### src/rtl/conv_frame_ingress_if.sv
// Stream-side bundle for conv_frame_ingress: AXI-Stream input, stall-based
// output toward the conv chain, and the error/status handshake.
interface conv_frame_ingress_if #(
    parameter int DATA_WIDTH = 128
);
    logic [DATA_WIDTH-1:0] s_tdata;
    logic                  s_tvalid;
    logic                  s_tready;
    logic                  s_tuser;
    logic                  s_tlast;
    logic                  dn_ready;
    logic [DATA_WIDTH-1:0] inp_frame;
    logic                  stall;
    logic                  frame_done;
    logic                  err_sof;
    logic                  err_eol;
    logic                  err_clr;

    // Upstream source + downstream consumer side (the environment)
    modport master (
        output s_tdata, s_tvalid, s_tuser, s_tlast, dn_ready, err_clr,
        input  s_tready, inp_frame, stall, frame_done, err_sof, err_eol
    );

    // The ingress block itself
    modport slave (
        input  s_tdata, s_tvalid, s_tuser, s_tlast, dn_ready, err_clr,
        output s_tready, inp_frame, stall, frame_done, err_sof, err_eol
    );
endinterface

### src/rtl/conv_frame_ingress.sv
// conv_frame_ingress: AXI-Stream ingress ahead of the 3x3 conv stages.
// Locks onto frame start (tuser), checks line framing (tlast), buffers beats
// in a small FIFO and presents them with a stall-based interface.
// Optional build macro CONV_INGRESS_STATS_EN adds frame_cnt/drop_cnt outputs.
module conv_frame_ingress #(
    parameter int PIXELS_PER_BEAT = 16,
    parameter int IMAGE_DIM       = 512,
    parameter int DATA_WIDTH      = 8 * PIXELS_PER_BEAT,
    parameter int FIFO_DEPTH      = 4
) (
    input  logic                clk,
    input  logic                areset,
    conv_frame_ingress_if.slave bus
`ifdef CONV_INGRESS_STATS_EN
    ,
    output logic [15:0]         frame_cnt,
    output logic [15:0]         drop_cnt
`endif
);
    localparam int COLS = IMAGE_DIM / PIXELS_PER_BEAT;
    localparam int ROWS = IMAGE_DIM;
    localparam int CW   = (COLS > 1) ? $clog2(COLS) : 1;
    localparam int RW   = (ROWS > 1) ? $clog2(ROWS) : 1;
    localparam int AW   = (FIFO_DEPTH > 1) ? $clog2(FIFO_DEPTH) : 1;

    localparam logic [CW-1:0] COL_LAST  = CW'(COLS - 1);
    localparam logic [RW-1:0] ROW_LAST  = RW'(ROWS - 1);
    localparam logic [AW:0]   CNT_FULL  = (AW + 1)'(FIFO_DEPTH);
    localparam logic [AW:0]   CNT_ONE   = (AW + 1)'(1);
    localparam logic [AW-1:0] PTR_ONE   = AW'(1);

    typedef enum logic {S_WAIT_SOF = 1'b0, S_ACTIVE = 1'b1} state_t;

    state_t              r_state, w_state_nxt;
    logic [CW-1:0]       r_col, w_pos_col, w_col_nxt;
    logic [RW-1:0]       r_row, w_pos_row, w_row_nxt;
    logic                w_accept, w_push, w_pop, w_drop, w_eof;
    logic                w_set_sof, w_set_eol, w_full, w_empty;
    logic [DATA_WIDTH:0] r_mem [FIFO_DEPTH];
    logic [DATA_WIDTH:0] w_head;
    logic [AW-1:0]       r_wptr, r_rptr;
    logic [AW:0]         r_count;
    logic                r_rdy_en, r_frame_done, r_err_sof, r_err_eol;

    // Input side: ready only depends on registered occupancy, never on dn_ready
    assign w_full         = (r_count == CNT_FULL);
    assign w_empty        = (r_count == '0);
    assign bus.s_tready   = r_rdy_en & ~w_full;
    assign w_accept       = bus.s_tvalid & bus.s_tready;

    // A tuser beat always sits at (0,0); otherwise it takes the running position
    assign w_pos_col = bus.s_tuser ? '0 : r_col;
    assign w_pos_row = bus.s_tuser ? '0 : r_row;
    assign w_eof     = (w_pos_col == COL_LAST) && (w_pos_row == ROW_LAST);

    // Ready is held low until the first edge after reset release
    always_ff @(posedge clk or posedge areset) begin
        if (areset) r_rdy_en <= 1'b0;
        else        r_rdy_en <= 1'b1;
    end

    // FSM state register
    always_ff @(posedge clk or posedge areset) begin
        if (areset) r_state <= S_WAIT_SOF;
        else        r_state <= w_state_nxt;
    end

    // FSM next state: lock on tuser, drop back after the last beat of the frame
    always_comb begin
        w_state_nxt = r_state;
        case (r_state)
            S_WAIT_SOF: if (w_accept && bus.s_tuser) w_state_nxt = S_ACTIVE;
            S_ACTIVE:   if (w_accept && w_eof)       w_state_nxt = S_WAIT_SOF;
            default:    w_state_nxt = S_WAIT_SOF;
        endcase
        // A one-beat frame would finish on its own start beat
        if (r_state == S_WAIT_SOF && w_accept && bus.s_tuser && w_eof)
            w_state_nxt = S_WAIT_SOF;
    end

    // FSM outputs: push/drop decisions, error strobes, next beat position
    always_comb begin
        w_push    = 1'b0;
        w_drop    = 1'b0;
        w_set_sof = 1'b0;
        w_set_eol = 1'b0;
        case (r_state)
            S_WAIT_SOF: begin
                w_push = w_accept & bus.s_tuser;
                w_drop = w_accept & ~bus.s_tuser;
            end
            S_ACTIVE: begin
                w_push    = w_accept;
                w_set_sof = w_accept & bus.s_tuser;
                w_set_eol = w_accept & (bus.s_tlast != (w_pos_col == COL_LAST));
            end
            default: ;
        endcase
        if (w_eof) begin
            w_col_nxt = '0;
            w_row_nxt = '0;
        end else if (w_pos_col == COL_LAST) begin
            w_col_nxt = '0;
            w_row_nxt = w_pos_row + RW'(1);
        end else begin
            w_col_nxt = w_pos_col + CW'(1);
            w_row_nxt = w_pos_row;
        end
    end

    // Beat position counters advance on every pushed beat, independent of tlast
    always_ff @(posedge clk or posedge areset) begin
        if (areset) begin
            r_col <= '0;
            r_row <= '0;
        end else if (w_push) begin
            r_col <= w_col_nxt;
            r_row <= w_row_nxt;
        end
    end

    // FIFO storage: {eof_tag, data}; contents need no reset, occupancy does
    always_ff @(posedge clk) begin
        if (w_push) r_mem[r_wptr] <= {w_eof, bus.s_tdata};
    end

    assign w_head        = r_mem[r_rptr];
    assign w_pop         = ~w_empty & bus.dn_ready;
    assign bus.stall     = ~w_pop;
    assign bus.inp_frame = w_empty ? '0 : w_head[DATA_WIDTH-1:0];

    // FIFO pointers and occupancy; push and pop may coincide
    always_ff @(posedge clk or posedge areset) begin
        if (areset) begin
            r_wptr  <= '0;
            r_rptr  <= '0;
            r_count <= '0;
        end else begin
            if (w_push) r_wptr <= r_wptr + PTR_ONE;
            if (w_pop)  r_rptr <= r_rptr + PTR_ONE;
            case ({w_push, w_pop})
                2'b10:   r_count <= r_count + CNT_ONE;
                2'b01:   r_count <= r_count - CNT_ONE;
                default: r_count <= r_count;
            endcase
        end
    end

    // frame_done pulses the cycle after the tagged last beat leaves
    always_ff @(posedge clk or posedge areset) begin
        if (areset) r_frame_done <= 1'b0;
        else        r_frame_done <= w_pop & w_head[DATA_WIDTH];
    end
    assign bus.frame_done = r_frame_done;

    // Sticky framing errors; a fresh error outranks a same-cycle clear
    always_ff @(posedge clk or posedge areset) begin
        if (areset) begin
            r_err_sof <= 1'b0;
            r_err_eol <= 1'b0;
        end else begin
            r_err_sof <= (r_err_sof & ~bus.err_clr) | w_set_sof;
            r_err_eol <= (r_err_eol & ~bus.err_clr) | w_set_eol;
        end
    end
    assign bus.err_sof = r_err_sof;
    assign bus.err_eol = r_err_eol;

`ifdef CONV_INGRESS_STATS_EN
    logic [15:0] r_frame_cnt, r_drop_cnt;

    // Frames completed (wrapping) and pre-SOF beats discarded (saturating)
    always_ff @(posedge clk or posedge areset) begin
        if (areset) begin
            r_frame_cnt <= '0;
            r_drop_cnt  <= '0;
        end else begin
            if (r_frame_done)                  r_frame_cnt <= r_frame_cnt + 16'd1;
            if (w_drop && r_drop_cnt != 16'hFFFF) r_drop_cnt <= r_drop_cnt + 16'd1;
        end
    end
    assign frame_cnt = r_frame_cnt;
    assign drop_cnt  = r_drop_cnt;
`else
    // Discard count only feeds the optional statistics
    logic w_drop_unused;
    assign w_drop_unused = w_drop;
`endif
endmodule

### src/flat_wrapper.sv
// flat-port wrapper written by rule: the top's interface ports become plain ports
module conv_frame_ingress_flat 
#(
    parameter int PIXELS_PER_BEAT = 16,
    parameter int IMAGE_DIM       = 512,
    parameter int DATA_WIDTH      = 8 * PIXELS_PER_BEAT,
    parameter int FIFO_DEPTH      = 4
)
  (clk, areset, bus_s_tdata, bus_s_tvalid, bus_s_tuser, bus_s_tlast, bus_dn_ready, bus_err_clr, bus_s_tready, bus_inp_frame, bus_stall, bus_frame_done, bus_err_sof, bus_err_eol);
  conv_frame_ingress_if #(.DATA_WIDTH(DATA_WIDTH)) bus_i ();
  input  logic clk;
  input  logic areset;
  input wire logic [$bits(bus_i.s_tdata)-1:0] bus_s_tdata;
  input wire logic [$bits(bus_i.s_tvalid)-1:0] bus_s_tvalid;
  input wire logic [$bits(bus_i.s_tuser)-1:0] bus_s_tuser;
  input wire logic [$bits(bus_i.s_tlast)-1:0] bus_s_tlast;
  input wire logic [$bits(bus_i.dn_ready)-1:0] bus_dn_ready;
  input wire logic [$bits(bus_i.err_clr)-1:0] bus_err_clr;
  output wire logic [$bits(bus_i.s_tready)-1:0] bus_s_tready;
  output wire logic [$bits(bus_i.inp_frame)-1:0] bus_inp_frame;
  output wire logic [$bits(bus_i.stall)-1:0] bus_stall;
  output wire logic [$bits(bus_i.frame_done)-1:0] bus_frame_done;
  output wire logic [$bits(bus_i.err_sof)-1:0] bus_err_sof;
  output wire logic [$bits(bus_i.err_eol)-1:0] bus_err_eol;
  assign bus_i.s_tdata = bus_s_tdata;
  assign bus_i.s_tvalid = bus_s_tvalid;
  assign bus_i.s_tuser = bus_s_tuser;
  assign bus_i.s_tlast = bus_s_tlast;
  assign bus_i.dn_ready = bus_dn_ready;
  assign bus_i.err_clr = bus_err_clr;
  assign bus_s_tready = bus_i.s_tready;
  assign bus_inp_frame = bus_i.inp_frame;
  assign bus_stall = bus_i.stall;
  assign bus_frame_done = bus_i.frame_done;
  assign bus_err_sof = bus_i.err_sof;
  assign bus_err_eol = bus_i.err_eol;
  conv_frame_ingress #(.PIXELS_PER_BEAT(PIXELS_PER_BEAT), .IMAGE_DIM(IMAGE_DIM), .DATA_WIDTH(DATA_WIDTH), .FIFO_DEPTH(FIFO_DEPTH)) u_core (.clk(clk), .areset(areset), .bus(bus_i));
endmodule
### config.mk
export PLATFORM = sky130hd
export DESIGN_NAME = conv_frame_ingress_flat
export DESIGN_NICKNAME = d
export VERILOG_FILES = /design/src/rtl/conv_frame_ingress_if.sv /design/src/rtl/conv_frame_ingress.sv /design/src/flat_wrapper.sv
export SDC_FILE = /design/constraint.sdc
export NUM_CORES = 1
export LEC_CHECK = 0
export ABC_CLOCK_PERIOD_IN_PS = 9000
export BUFFER_PORTS_ARGS = -buffer_cell sky130_fd_sc_hd__buf_2
export CAP_MARGIN = 20
export CELL_PAD_IN_SITES_DETAIL_PLACEMENT = 0
export CELL_PAD_IN_SITES_GLOBAL_PLACEMENT = 1
export CORE_MARGIN = 2
export CORE_UTILIZATION = 54
export DETAILED_ROUTE_END_ITERATION = 8
export HOLD_SLACK_MARGIN = 0.06
export PLACE_DENSITY_LB_ADDON = 0.05
export SYNTH_ARGS = -nofsm -noshare
export SYNTH_HDL_FRONTEND = slang
export SYNTH_SLANG_ARGS = --single-unit
### constraint.sdc
create_clock -name clk -period 9 [get_ports clk]
set_input_delay 0.45 -clock clk [delete_from_list [all_inputs] [get_ports clk]]
set_output_delay 0.45 -clock clk [all_outputs]
set_load 0.02 [all_outputs]
* Word level (Yosys, flattened, before mapping)
Memories as Yosys holds them, arrays and structs flattened.
Cells that the tools add are included.
** Storage, ports and cells
- Logic and storage cells :: 63
- Output and inout bits :: 133
- Bits in writable memories :: 516
- Bits of input ports :: 135
- Register bits :: 26
- Memories kept :: 1
** Cells by class
- Add/sub/neg operators :: 6
- Mux-type cells :: 17
- Bitwise operators :: 15
- Equality and inequality tests :: 6
- Reduce and logical (&&, ||, !) cells :: 8
** Memories
- u_core.r_mem :: words 4, bits a word 129, read ports 1, clocked after Yosys merged registers in 0, write ports 1, RTL line conv_frame_ingress.sv:39 : logic [DATA_WIDTH:0] r_mem [FIFO_DEPTH];
** Operators with widths (count)
- $mux W128 :: 1
- $mux W9 :: 3
- $mux W5 :: 3
- $add A9 B1 Y9 const B :: 1
- $eq A9 B9 Y1 const B :: 1
- $and A1 B1 Y1 :: 8
- $mux W1 :: 7
- $logic_and A1 B1 Y1 :: 6
- $pmux W3 S2 :: 1
- $add A5 B1 Y5 const B :: 1
- $eq A5 B5 Y1 const B :: 1
- $not A1 Y1 :: 5
- $add A2 B1 Y2 const B :: 2
- $pmux W1 S2 :: 2
- $add A3 B1 Y3 const B :: 1
- $eq A3 B3 Y1 const B :: 1
- $logic_not A3 Y1 :: 1
- $sub A3 B1 Y3 const B :: 1
- $eq A2 B1 Y1 const B :: 1
- $eq A2 B2 Y1 const B :: 1
- $or A1 B1 Y1 :: 2
- $reduce_bool A2 Y1 :: 1
- $ne A1 B1 Y1 :: 1

* Longest topological paths before layout
Gate-level depths: netlist of run 1.
- Depth after elaboration :: 8
- Gate-level depth with buffers :: 12
- Depth with buffers taken out :: 10

* Worst setup path before layout of run 1
Ideal clock, no wire load.
- Path kind :: in2reg
- Start :: in bus_s_tuser
- End :: mem u_core.r_mem[0][0] in the netlist's numbering (enable)
- Required time :: 8.497 ns
- Slack :: 4.386 ns
- Buffers on the path :: 2
- Data arrival time :: 4.111 ns
- Setup time :: 0.503 ns
- Cell stages on the path :: 4
- Cells stage by stage :: buf_6 o2111a_2 clkbuf_1 and2_1
** On the way
- Cells in the longest elaborated chain, start to end :: 4
** RTL lines
- from (decl) :: RTL line flat_wrapper.sv:15 : input wire logic [$bits(bus_i.s_tuser)-1:0] bus_s_tuser;
- $and A1 B1 Y1 :: RTL line conv_frame_ingress.sv:89 : w_push = w_accept & bus.s_tuser;
- $pmux W1 S2 :: RTL line conv_frame_ingress.sv:87 : case (r_state)
- $mux W1 :: RTL line conv_frame_ingress.sv:124 : if (w_push) r_mem[r_wptr] <= {w_eof, bus.s_tdata};
- $mux W1 (implied by the code) :: RTL line conv_frame_ingress.sv:124
- to (decl) :: RTL line conv_frame_ingress.sv:39
Every way passes these cells.

* Final worst setup path of run 1
- Start :: reg u_core.r_rptr[0]
- End :: out bus_inp_frame[73]
** On the way
- Cells in the longest elaborated chain, start to end :: 2
** RTL lines
- from (decl) :: RTL line conv_frame_ingress.sv:41 : logic [AW-1:0] r_wptr, r_rptr;
- from (signal assigned) :: RTL line conv_frame_ingress.sv:140 : if (w_pop) r_rptr <= r_rptr + PTR_ONE;
- $mem_v2 Z4 W129
- $mux W128 :: RTL line conv_frame_ingress.sv:130 : assign bus.inp_frame = w_empty ? '0 : w_head[DATA_WIDTH-1:0];
- to (decl) :: RTL line flat_wrapper.sv:20 : output wire logic [$bits(bus_i.inp_frame)-1:0] bus_inp_frame;
Every way passes these cells.

==> results of run 1 <==
[cell type report]
class | count | area [µm²]
multi-input cells | 364 | 4454
fillers | 2553 | 12420
clock inverters | 34 | 270.3
clock buffers | 64 | 1429
flip-flops and latches | 542 | 16150
well taps | 511 | 639.4
repair buffers | 379 | 2422
diodes | 2 | 5.005
inverters | 14 | 52.55
[cells in the final DEF (no fill, tap or decap), drive strengths merged, types with 4 or more instances in the layout]
cell	n
a21oi	8
a32o	4
and2	133
buf	281
bufinv	4
clkbuf	64
clkinv	28
dfrtp	26
dlygate4sd3	98
edfxtp	516
ha	9
inv	14
mux4	129
nand2	20
nand2b	4
nor2b	6
nor3	4
o21ai	8
xnor2	4
[kinds of logic after synthesis]
| family | count (synthesis) |
|---|---|
| AND/OR/NAND/NOR | 184 |
| AO/OA/AOI/OAI | 30 |
| buffers and inverters | 63 |
| adder cells (fa/ha/maj) | 10 |
| multiplexers | 132 |
| flip-flops | 542 |
| XOR/XNOR | 7 |
| other | 1 |
[power breakdown]
group | total (mW) | leakage, nW | internal (mW) | switching (mW)
combinational | 2.58 | 3.04 | 1.11 | 1.46
sequential | 3.17 | 5.01 | 3.04 | 0.126
clock | 2.13 | 0.840 | 1.24 | 0.894
[registers in the layout, indices dropped and copies added (netlist names)]
| signal | cells |
|---|---|
| u_core.r_mem | 516 |
| u_core.bus.err_sof | 1 |
| u_core.r_state | 1 |
| u_core.r_rdy_en | 1 |
| u_core.r_rptr | 2 |
| u_core.bus.err_eol | 1 |
| u_core.r_row | 9 |
| u_core.r_count | 3 |
| u_core.bus.frame_done | 1 |
| u_core.r_wptr | 2 |
| u_core.r_col | 5 |
[per-stage QoR]
| step | std cells | area, µm² | setup WS, ns | hold WS, ns |
|---|---|---|---|---|
| CTS | 1908 | 25420 | 4.663 | 0.06033 |
| global placement | 1712 | 22740 | 5.300 | 0.4496 |
| global route | 1910 | 25430 | 4.521 | 0.06420 |
| detailed placement | 1712 | 22740 | 5.329 | 0.4553 |
| floorplan | 969 | 20860 | 4.386 | 0.4379 |
| finish | 1910 | 25430 | 4.865 | 0.09255 |
[how the worst max path moves through the flow]
stage / to / cells after the start / slack [ns] / from
6_report: bus_inp_frame[73] / 5 / 4.86 / u_core.r_rptr[0]
3_3_place_gp: u_core.r_mem[1][79] / 5 / 5.30 / bus_s_tuser
3_5_place_dp: bus_inp_frame[110] / 5 / 5.33 / u_core.r_rptr[0]
2_1_floorplan: u_core.r_mem[0][0] / 4 / 4.39 / bus_s_tuser
4_1_cts: bus_inp_frame[55] / 5 / 4.66 / u_core.r_rptr[0]
5_1_grt: bus_inp_frame[55] / 5 / 4.52 / u_core.r_rptr[0]
[repair_timing]
item | CTS | global route
resized for setup | 0 | 0
hold buffers | 98 | 0
endpoints found under the hold margin | 398 | 0
[routing by layer]
metal / GRT usage / vias to the layer above
li1: - / 4691
met1: 0.2848 / 5335
met2: 0.3389 / 310
met3: 0.04334 / 72
met4: 0.06058 / 2
met5: 0 / -
==> metrics.md, run 1 <==
| Metric | Value |
|---|---|
| Run status | complete, no violations |
| Max-Cap Viols | 0 |
| WL final | 40.93 mm |
| Ys flop type | edfxtp_1 |
| CTS Buf Count | 54 |
| Crit path DAT | 3.69 ns |
| Post-route ant nets | 0 |
| Largest net degree at the start of global routing | 77 |
| Area contributors post-synth | edfxtp_1 74%, mux4_2 14%, and2_1 4.0% |
| Leakage power | 8.893 nW |
| Cell accounting for the most synthesized area | edfxtp_1 |
| Routed wl met3 | 2.352 mm |
| Multiplexer share of the synthesized area | 0.1408 |
| CP Class | reg -> out |
| Drt pass-1 iters | 5 |
| Synth Register Bits | 542 |
| Share of the synthesized area in the top cell type | 0.7429 |
| Clk_lat worst skew | 0.58 ns |
| Synth warn | 0 |
| Bufs and invs on worst path | 3 |
| Delay-heaviest family, CP | buffers and inverters |
| Slowest CP cell | dfrtp_4 |
| Critical path's largest stage delay | 0.82 ns |
| RSZ-0062 raised after global routing | no |
| Core area | 37840 µm² |
| Post-synthesis compound-gate area fraction | 0.009958 |
| Vias in the first global route | 11.08k |
| Dpl hpwl | 23.79 mm |
| Post-synthesis simple-gate area fraction | 0.05261 |
| Hold wc startpoint | bus_s_tdata[115] |
| VDD IR max | 0.2385 mV |
| CTS tree | yes |
| PortBufs | 267 |
| R2R depth | 5 |
| I/O pins | 268 |
| FP Rows | 71 |
| Avg Cell Area, Syn | 21.52 µm² |
| GRT Total Usage | 0.2067 |
| Layout cells sized above 1 | 0.3579 |
| WL/cell | 21.43 µm |
| Die Wd | 200.5 µm |
| DR vias | 10.41k |
| Post-layout min period | 4.135 ns |
| Power Density | 309.9 nW/µm² |
| Hold path depth | 1 |
| Worst-path clk slew | 0.06 ns |
| 1st-iter DRT viols | 574 |
| Reg-to-Reg End | u_core.r_mem[1][110] |
| Final GP Congestion | 0.7430 |
| Clock skew | 0.008351 ns |
| Synthesis-to-layout area growth | 21.90% |
| Worst-Margin Slew | 1.037 ns |
| Ys async rst share | 0.04797 |
| Worst reg2reg setup slack | 5.60 ns |
| Startpoint Class | flip-flop |
| Global-route wire length before repair | 63.20 mm |
| Final Cycle Share | 0.4595 |
| Nets | 1500 |
| Synth Area in XOR/XNOR | 0.002939 |
| Worst-path maximum fanout | 38 |
| Hold WC Path Type | in -> reg |
| M1 WL | 17.36 mm |
| Crit end category | output port |
| WHS Endpoint | u_core.r_mem[2][115] |
| Netlist cell types | 43 |
| Final core utilization | 0.6719 |
| Final setup viols | 0 |
| Metal2 WL | 20.18 mm |
| Slew Viols, Final | 0 |
| Slew HR | 0.3089 |
| Via-to-Cell Ratio | 5.450 |
| Synthesized Nets | 1114 |
| Initial core utilization | 0.5511 |
| Maximum clock insertion buffer count | 3 |
| Post-Synth Adder-Cell Area | 0.006359 |
| WP data required | 8.55 ns |
| Count leader, synth | edfxtp_1 |
| Synthesized cell area | 20860 µm² |
| Setup Buffers After CTS | 0 |
| DIE HEIGHT | 200.5 µm |
| Clk sinks | 542 |
| Drt drc | 0 |
| Post-synth EDFFs | 516 |
| Most used cell along the critical path | buf_4 |
| Fin Setup TNS | 0 ns |
| Clock Tree Root | clkbuf_16 |
| H-tree levels | 2 |
| Post-Synthesis Cells | 969 |
| Crit path cell chain | buf_4, buf_4, mux4_2, and2_1, buf_2 |
| Fin. Hold Viols | 0 |
| Total power | 7.880 mW |
| Largest family of logic cells by synthesized area | multiplexers |
| Commonest cells in the netlist | 516 x edfxtp_1, 133 x and2_1, 129 x mux4_2 |
| Die area | 40210 µm² |
| Achievable Freq | 0.2418 GHz |
| Reg2Reg Launch Point | u_core.r_count[2] |
| GR Overflow Total | 0 |
| Top routing layer in use | met5 |
| Seq/Total Area, Yosys | 0.7741 |
| Initial antenna violation count | 3 |
(Power assumes the default switching activity.)
==> run 2, diff against run 1 <==
--- a/config.mk
+++ b/config.mk
@@ -5,13 +5,14 @@
 export SDC_FILE = /design/constraint.sdc
 export NUM_CORES = 1
 export LEC_CHECK = 0
-export ABC_CLOCK_PERIOD_IN_PS = 9000
+export ABC_AREA = 1
+export ABC_CLOCK_PERIOD_IN_PS = 3500
 export BUFFER_PORTS_ARGS = -buffer_cell sky130_fd_sc_hd__buf_2
 export CAP_MARGIN = 20
 export CELL_PAD_IN_SITES_DETAIL_PLACEMENT = 0
 export CELL_PAD_IN_SITES_GLOBAL_PLACEMENT = 1
 export CORE_MARGIN = 2
-export CORE_UTILIZATION = 54
+export CORE_UTILIZATION = 42
 export DETAILED_ROUTE_END_ITERATION = 8
 export HOLD_SLACK_MARGIN = 0.06
 export PLACE_DENSITY_LB_ADDON = 0.05
==> constraint.sdc (replaced) <==
create_clock -name clk -period 3.5 [get_ports clk]
set_input_delay 0.175 -clock clk [delete_from_list [all_inputs] [get_ports clk]]
set_output_delay 0.175 -clock clk [all_outputs]
set_load 0.02 [all_outputs]
==> metrics.md, run 2 <==
| Metric | Value |
|---|---|
| Run status | complete, no violations |
| WL/cell | 18.75 µm (-12%) |
| Non-filler cells, final | 2808 (+47%) |
| Worst reg2reg setup slack | 0.83 ns (-4.77 ns) |
| Filler cells | 4473 (+75%) |
| WHS Endpoint | u_core.r_row[3] |
| Post_cts resized | 0 (unchanged) |
| Core area | 50270 µm² (+33%) |
| Area post-placement | 23410 µm² (+3.0%) |
| Largest regs | u_core.r_mem (516), u_core.r_row (9), u_core.r_col (5) |
| Clock skew | 0.01304 ns (+0.004689 ns) |
| FP Rows | 82 (+15%) |
| Post-layout min period | 3.046 ns |
| Finished Cell Area | 26390 µm² (+3.8%) |
| R2R depth | 10 (+5) |
| Cell accounting for the most synthesized area | edfxtp_1 |
| Layout cells sized above 1 | 0.1770 (-0.1809) |
| Ys flop type | edfxtp_1 |
| Post-synth EDFFs | 516 (unchanged) |
| Most common cell after layout, fill and taps aside | nor2_1 |
| WP data required | 3.32 ns (-5.23 ns) |
| I/O pins | 268 (unchanged) |
| 1st-iter DRT viols | 931 (+62%) |
| Final GP Congestion | 0.7416 (-0.19%) |
| VDD IR max | 0.4478 mV (+88%) |
| Clk_lat worst skew | 0.60 ns (+0.02 ns) |
| Share of the synthesized area in the top cell type | 0.7226 (-0.02029) |
| Synthesis-to-layout area growth | 23.06% |
| Dpl hpwl | 28.70 mm (+21%) |
| Clk sinks | 542 (unchanged) |
| Worst-path maximum fanout | 66 (+74%) |
| Die area | 52880 µm² (+32%) |
| Final Cycle Share | 0.8702 |
| Drt drc | 0 (unchanged) |
| Largest Register | u_core.r_mem |
| RSZ-0062 raised after global routing | no |
| Crit path DAT | 2.87 ns (-0.82 ns) |
| Total power | 22.69 mW (+190%) |
| Avg Cell Area, Syn | 12.54 µm² (-42%) |
| Hold path depth | 4 (+3) |
| H-tree levels | 2 (unchanged) |
| Synth Register Bits | 542 (unchanged) |
| Initial core utilization | 0.4265 (-0.1246) |
| Synthesized cell area | 21440 µm² (+2.8%) |
| Power Density | 859.7 nW/µm² (+180%) |
| Slew HR | 0.4672 (+0.1583) |
| Commonest cells in the netlist | 538 x nor2_1, 516 x edfxtp_1, 255 x o21ai_0 |
| Count leader, synth | nor2_1 |
| CTS Buf Count | 56 (+3.7%) |
| Max FFs per register | 516 (unchanged) |
| Synthesized Nets | 1855 (+67%) |
| Worst-Margin Slew | 0.7991 ns (-0.2375 ns) |
| CTS Hold Bufs | 136 (+39%) |
| Setup Buffers After CTS | 0 (unchanged) |
| Startpoint Class | flip-flop |
| DIE HEIGHT | 230.0 µm (+15%) |
| Leakage power | 9.452 nW (+6.3%) |
| Achievable Freq | 0.3283 GHz |
| Global-route wire length before repair | 80.91 mm (+28%) |
| Post-route ant nets | 0 (unchanged) |
| Reg2Reg Launch Point | u_core.r_row[1] |
| Via-to-Cell Ratio | 4.979 (-8.6%) |
| Final core utilization | 0.5249 (-0.1470) |
| Seq/Total Area, Yosys | 0.7529 (-0.02114) |
| Initial antenna violation count | 6 (+3) |
| Nets | 2238 (+49%) |
| Largest net degree at the start of global routing | 129 (+68%) |
| Ys async rst share | 0.04797 (unchanged) |
| Drt pass-1 iters | 5 (unchanged) |
| WL final | 52.66 mm (+29%) |
| Most frequent cells in the layout | 534 x nor2_1, 516 x edfxtp_1, 267 x buf_2 |
| Synth warn | 0 (unchanged) |
| Clock Tree Root | clkbuf_16 |
| Max-Cap Viols | 0 (unchanged) |
| Hold WC Path Type | in -> reg |
| Slew Viols, Final | 0 (unchanged) |
| Netlist cell types | 35 (-19%) |
| Final setup viols | 0 (unchanged) |
| GR Overflow Total | 0 (unchanged) |
| Vias in the first global route | 14.03k (+27%) |
| Worst-path clk slew | 0.06 ns (about the same) |
| CTS tree | yes |
| Crit end category | output port |
| Area contributors post-synth | edfxtp_1 72%, nor2_1 9.4%, o21ai_0 6.0% |
| Hold wc startpoint | bus_s_tuser |
| DR vias | 13.98k (+34%) |
| Fin. Hold Viols | 0 (unchanged) |
| Die Wd | 230.0 µm (+15%) |
| Dpl cells | 2571 (+50%) |
| PortBufs | 267 (unchanged) |
| GRT Total Usage | 0.1981 (-0.008655) |
| Reg-to-Reg End | u_core.r_state |
| Post-Synthesis Cells | 1710 (+76%) |
| CP Class | reg -> out |
| Maximum clock insertion buffer count | 3 (unchanged) |
## run 2: worst max-delay path, cell delays in order (launching register included)
cell	delay, ns
dfrtp_4	0.63
buf_4	0.66
nor2_1	0.12
nor2_1	0.10
o21ai_0	0.09
a21oi_1	0.36
buf_2	0.24
## run 2: kinds of logic after synthesis
logic type / share of synthesized area
and+or+nand+nor: 0.1074
xor gates and xnor gates: 0.003268
adders and majority gates: 0.006185
buffers and inverters: 0.03262
other: 0.0001749
DFF: 0.7529
AOI/OAI and AO/OA: 0.09739
## run 2: cell type report
cell class              count  area (µm²)  share of cell area
repair buffers            428        3010              0.1141
multi-input cells        1031        4633              0.1756
flip-flops and latches    542       16150              0.6121
diodes                      1       2.502          0.00009483
inverters                  34       137.6            0.005216
well taps                 672       840.8             0.03186
clock buffers              72        1471             0.05576
clock inverters            28       138.9            0.005263
## run 2: power by group
part	leakage, nW	internal [mW]	total [mW]	switching, mW
registers	5.03	8.11	8.40	0.296
clock network	0.791	2.94	5.31	2.37
logic	3.63	2.62	8.97	6.34
## run 2: how the worst max path moves through the flow
stage	slack, ns	end	startpoint
5_1_grt	0.29	bus_inp_frame[53]	u_core.r_rptr[0]
4_1_cts	0.44	bus_inp_frame[6]	u_core.r_rptr[0]
3_5_place_dp	1.11	bus_inp_frame[6]	u_core.r_rptr[0]
3_3_place_gp	1.10	bus_inp_frame[6]	u_core.r_rptr[0]
6_report	0.45	bus_inp_frame[56]	u_core.r_rptr[0]
2_1_floorplan	-1.26	u_core.r_mem[0][0]	u_core.r_count[0]
## run 2: stage by stage
stage / setup TNS, ns / hold slack (ns) / worst slack [ns]
floorplan: -651.16 / 0.2150 / -1.262
global placement: 0 / 0.2537 / 1.100
detailed placement: 0 / 0.2598 / 1.105
CTS: 0 / 0.1121 / 0.4393
global route: 0 / 0.1566 / 0.2867
finish: 0 / 0.1622 / 0.4543
## run 2: per-layer routing
metal | vias to the layer above | share of wire | global-route usage
li1 | 6809 | - | -
met1 | 6786 | 0.45 | 0.2648
met2 | 295 | 0.48 | 0.3320
met3 | 81 | 0.050 | 0.03869
met4 | 10 | 0.020 | 0.05262
met5 | - | 0.0011 | 0
